--- src/rtl/wall_column_feeder.sv ---
// Map-driven wall column source: expands run-length ROM records into column bitmaps on request.
// Define WALL_FEEDER_MAP_LOOP_EN to wrap the map at its end marker instead of stopping.
module wall_column_feeder #(
    parameter int ADDR_W = 10,
    parameter int COL_H  = 100
) (
    input  logic              clk,
    input  logic              reset,
    input  logic              restart,
    input  logic              col_req,
    output logic              col_valid,
    output logic [COL_H-1:0]  col_data,
    output logic              col_solid,
    output logic              map_end,
    output logic              overrun,
    output logic [ADDR_W-1:0] rom_addr,
    input  logic [7:0]        rom_data
);

    typedef enum logic [2:0] {
        S_FETCH_B,
        S_FETCH_T,
        S_FETCH_R,
        S_LOAD,
        S_READY,
        S_END
    } state_t;

    state_t            state;
    state_t            state_next;
    logic [ADDR_W-1:0] base;
    logic [7:0]        b_reg;
    logic [7:0]        t_reg;
    logic [7:0]        remaining;
    logic              pending;
    logic              serve;
    logic [COL_H-1:0]  col_next;
    logic [8:0]        height_sum;

    always_ff @(posedge clk) begin
        if (reset) begin
            state <= S_FETCH_B;
        end else begin
            state <= state_next;
        end
    end

    always_comb begin
        state_next = state;
        if (restart) begin
            state_next = S_FETCH_B;
        end else begin
            case (state)
                S_FETCH_B: state_next = S_FETCH_T;
                S_FETCH_T: state_next = S_FETCH_R;
                S_FETCH_R: state_next = S_LOAD;
                S_LOAD:    state_next = (rom_data == 8'd0) ? S_END : S_READY;
                S_READY: begin
                    if (serve && remaining == 8'd1) begin
                        state_next = S_FETCH_B;
                    end
                end
                S_END: begin
`ifdef WALL_FEEDER_MAP_LOOP_EN
                    state_next = S_FETCH_B;
`else
                    state_next = S_END;
`endif
                end
                default: state_next = S_FETCH_B;
            endcase
        end
    end

    // ROM address follows the fetch step; the ROM returns each byte one cycle later.
    always_comb begin
        rom_addr = base;
        serve    = 1'b0;
        case (state)
            S_FETCH_T: rom_addr = base + ADDR_W'(1);
            S_FETCH_R: rom_addr = base + ADDR_W'(2);
            S_READY:   serve = !restart && (col_req || pending);
            S_END: begin
`ifdef WALL_FEEDER_MAP_LOOP_EN
                serve = 1'b0;
`else
                serve = !restart && (col_req || pending);
`endif
            end
            default: begin
                rom_addr = base;
                serve    = 1'b0;
            end
        endcase
    end

    // Overlapping walls, or a floor taller than the column, collapse to a solid column.
    always_comb begin
        col_next   = '0;
        height_sum = {1'b0, b_reg} + {1'b0, t_reg};
        if ({1'b0, b_reg} >= 9'(COL_H) || height_sum >= 9'(COL_H)) begin
            col_next = '1;
        end else begin
            for (int k = 0; k < COL_H; k++) begin
                if (9'(k) < {1'b0, b_reg} || 9'(k) >= 9'(COL_H) - {1'b0, t_reg}) begin
                    col_next[k] = 1'b1;
                end
            end
        end
    end

    always_ff @(posedge clk) begin
        if (reset) begin
            col_valid <= 1'b0;
            col_data  <= '0;
            col_solid <= 1'b0;
            map_end   <= 1'b0;
            overrun   <= 1'b0;
            base      <= '0;
            b_reg     <= '0;
            t_reg     <= '0;
            remaining <= '0;
            pending   <= 1'b0;
        end else begin
            col_valid <= 1'b0;
            if (restart) begin
                base      <= '0;
                pending   <= 1'b0;
                map_end   <= 1'b0;
                overrun   <= 1'b0;
                remaining <= '0;
            end else begin
                if (col_req && pending) begin
                    overrun <= 1'b1;
                end
                if (serve) begin
                    pending <= 1'b0;
                end else if (col_req) begin
                    pending <= 1'b1;
                end
                case (state)
                    S_FETCH_T: b_reg <= rom_data;
                    S_FETCH_R: t_reg <= rom_data;
                    S_LOAD: begin
                        remaining <= rom_data;
                        base      <= base + ADDR_W'(3);
                    end
                    S_READY: begin
                        if (serve) begin
                            col_valid <= 1'b1;
                            col_data  <= col_next;
                            col_solid <= |col_next;
                            remaining <= remaining - 8'd1;
                        end
                    end
                    S_END: begin
`ifdef WALL_FEEDER_MAP_LOOP_EN
                        base <= '0;
`else
                        map_end <= 1'b1;
                        if (serve) begin
                            col_valid <= 1'b1;
                            col_data  <= '0;
                            col_solid <= 1'b0;
                        end
`endif
                    end
                    default: begin
                    end
                endcase
            end
        end
    end

endmodule

--- config.mk ---
export PLATFORM = sky130hd
export DESIGN_NAME = wall_column_feeder
export DESIGN_NICKNAME = d
export VERILOG_FILES = /design/src/rtl/wall_column_feeder.sv
export SDC_FILE = /design/constraint.sdc
export NUM_CORES = 1
export LEC_CHECK = 0
export CAP_MARGIN = 15
export CORE_MARGIN = 2
export CORE_UTILIZATION = 35
export CTS_BUF_LIST = sky130_fd_sc_hd__clkbuf_4 sky130_fd_sc_hd__clkbuf_8 sky130_fd_sc_hd__clkbuf_16
export DETAILED_ROUTE_END_ITERATION = 8
export PLACE_DENSITY = 0.57
export SYNTH_ARGS = -nofsm -noshare
export SYNTH_HDL_FRONTEND = slang
export SYNTH_SLANG_ARGS = --single-unit
--- constraint.sdc ---
create_clock -name clk -period 4.86 [get_ports clk]
set_input_delay 0.486 -clock clk [delete_from_list [all_inputs] [get_ports clk]]
set_output_delay 0.486 -clock clk [all_outputs]
set_load 0.005 [all_outputs]
==> summary.md <==
| Metric | Value |
|---|---|
| Status | `finished, final reports clean` |
| Number of flip-flops under the largest register name | `100` |
| CP Launch Type | `flop` |
| Rel. slew slack | `12.0%` |
| Ys Warns | `0` |
| Cell taking the most area after synthesis | `dfxtp_1` |
| Fin. Hold Viols | `0` |
| Drt drc | `0` |
| Clk pin slew, worst setup/hold paths | `0.07 ns` |
| Post-CTS Resized | `0` |
| Clk_lat worst skew | `0.44 ns` |
| Critical path fanouts, max | `19` |
| Initial DRC count | `1118` |
| Min cycle time layout | `3.66 ns` |
| Num CTS Buffers | `17` |
| Ports | `126` |
| Clock tree buffer depth | `2` |
| Ys flop type | `dfxtp_1` |
| Ys async rst share | `0%` |
| Synthesis-to-layout area growth | `25.9%` |
| HP Class | `reg -> reg` |
| Setup Skew | `0.0116 ns` |
| Most flops, register | `col_data` |
| Initial Utilization | `35.5%` |
| Tightest Pin Transition | `1.31 ns` |
| Post-DRT Antenna Nets | `0` |
| Core area | `24200 sq um` |
| Antenna violations before repair | `1` |
| Crit end category | `flop` |
| Setup TNS | `0 ns` |
| CTS tree | `done` |
| Vias in the first global route | `9222` |
| RSZ-0062 raised after global routing | `false` |
| Yosys reg bits | `142` |
| Top cells by area, synth | `dfxtp_1 (33%), a21oi_1 (8.7%), nand2_1 (6.0%), o21ai_0 (5.2%), a31oi_1 (3.9%)` |
| Critical path class | `reg -> reg` |
| Top flop regs | `col_data (100), base (10)` |
| Gr usage total | `29.3%` |
| Ratio of cells with drive above 1 in the final layout | `7.87%` |
| Hold-fix buffers, CTS | `0` |
| Most instantiated cells after synthesis | `a21oi_1 (150), dfxtp_1 (142), nand2_1 (138)` |
| Grt total ovfl | `0` |
| First-pass GRT wire length | `57900 um` |
| DR WL/cell | `24.4 um` |
| MaxCap Viol Count | `0` |
| CP bufs+invs | `1` |
| Critical Path RT | `5.21 ns` |
| Post-Synthesis Cells | `1145` |
| Share of the synthesized area in the top cell type | `33.1%` |
| CTS H-tree depth | `4` |
| Die width | `161 um` |
| Floorplan row count | `57` |
| Post-synthesis sequential area ratio | `33.1%` |
| Total Nets Final | `1263` |
| Total Wirelength | `38400 um` |
| CTS Sinks | `142` |
| Leakage power | `3.74 nW` |
| Postcts setup bufs | `0` |
| Peak VDD IR | `0.000188 V` |
| Ratio of final minimum period to clock period | `75.4%` |
| Clock Root Buffer | `clkbuf_16` |
| Placer Congestion | `1.04` |
| Syn avg cell area | `7.50 sq um` |
| Largest delay contributor family on the critical path | `simple AND/OR/NAND/NOR gates` |
| Fin Hold WS | `0.459 ns` |
| CP max-delay cell | `nor4_1` |
| Post-Syn Nets | `1175` |
| Cell Chain, Critical Path | `inv_1 -> ha_1 -> or3b_1 -> a211o_1 -> nand3_2 -> nand2_1 -> nor4_1 -> nor2_1 -> a32oi_1` |
| Largest net degree at the start of global routing | `39` |
| DIE AREA | `25800 sq um` |
| Final setup viols | `0` |
| Post-synth EDFFs | `0` |
| Netlist cell types | `79` |
| Post-DP HPWL | `27500 um` |
| Fmax | `0.273 GHz` |
| Vias after detailed routing | `9842` |
| Count leader, synth | `a21oi_1` |
| IO Port Bufs | `125` |
| Drt first pass iters | `8` |
| PwrDens | `264 nW/um^2` |
| Critical Path AT | `4.01 ns` |
| Die height | `161 um` |
| Max-slew violation count | `0` |
| Post-Syn Area | `8590 sq um` |
| Via/cell ratio | `6.26` |
| Max stage delay on crit path | `0.67 ns` |
==> worst paths after layout <==
path         slack [ns]                         to  cells after the start                      start
max                1.20  col_data[56]$_SDFFE_PP0P_                      9      t_reg[0]$_SDFFE_PP0P_
min                0.46  col_data[97]$_SDFFE_PP0P_                      2  col_data[97]$_SDFFE_PP0P_
max reg2reg        1.20  col_data[56]$_SDFFE_PP0P_                      9      t_reg[0]$_SDFFE_PP0P_
min reg2reg        0.46  col_data[97]$_SDFFE_PP0P_                      2  col_data[97]$_SDFFE_PP0P_
==> routing by layer <==
| metal | share of wire (%) | track usage [%] |
|---|---|---|
| met1 | 40 | 38.3 |
| met2 | 43 | 43.3 |
| met3 | 10 | 7.62 |
| met4 | 6.6 | 18.1 |
| met5 | 0 | 0 |
==> cell type report <==
cell class | count | area [sq um]
diodes | 2 | 5.00
clock buffers | 17 | 425
clock inverters | 15 | 195
fillers | 2453 | 13400
inverters | 16 | 60.1
multi-input cells | 894 | 5330
flip-flops and latches | 142 | 2840
well taps | 324 | 405
repair buffers | 162 | 1540
==> cell usage in the layout, fill, tap and decap left out, drive strengths merged, types with 4 or more instances in the layout <==
master	Yosys	final
a31oi	55	55
dfxtp	142	142
a21oi	150	150
xnor2	10	10
a22oi	15	15
a211o	8	8
nand2b	12	12
inv	16	25
clkdlybuf4s50	0	125
nor2b	10	10
o22ai	9	9
o21a	11	11
and2	11	11
o221ai	6	6
nand2	139	139
xor2	13	13
a221o	21	21
nand4	4	4
nand3	17	17
a221oi	23	23
clkbuf	68	17
a211oi	8	8
ha	17	17
o31ai	5	5
a32oi	8	8
or3	10	10
nor2	91	91
a2111oi	6	6
o21ai	110	110
o211ai	7	7
nor4	10	10
or2	7	7
nor3b	5	5
a222oi	5	5
a21o	7	7
nor3	34	34
and3	11	11
buf	25	37
==> per-stage QoR <==
step           setup slack, ns  cell area, sq um  total power [W]  cells  utilization (%)
2_1_floorplan             1.99              8590          0.00136   1145                -
3_3_place_gp              1.35             10200          0.00147   1538             42.1
3_5_place_dp              1.39             10200          0.00146   1538             42.1
4_1_cts                   1.37             10800          0.00285   1570             44.7
5_1_grt                  0.923             10800          0.00293   1570             44.7
6_report                  1.20             10800          0.00286   1572             44.7
==> cell families after synthesis <==
| group | after synthesis | synth area share, % |
|---|---|---|
| fa+ha+maj | 18 | 2.71 |
| xor+xnor | 23 | 2.43 |
| buf+inv | 109 | 5.07 |
| simple gates | 372 | 20.6 |
| flops | 142 | 33.1 |
| compound gates | 481 | 36.1 |
==> worst min-delay path, stage by stage (launching register included) <==
cell and delay, ns:
dfxtp_1 0.32, nand2_1 0.05, o21ai_1 0.05
==> power breakdown <==
part | internal [W] | switching [W]
combinational | 0.0000789 | 0.000194
clock | 0.000786 | 0.000623
sequential | 0.00117 | 0.00000912
total | 0.00203 | 0.000826
(Power assumes the default switching activity.)
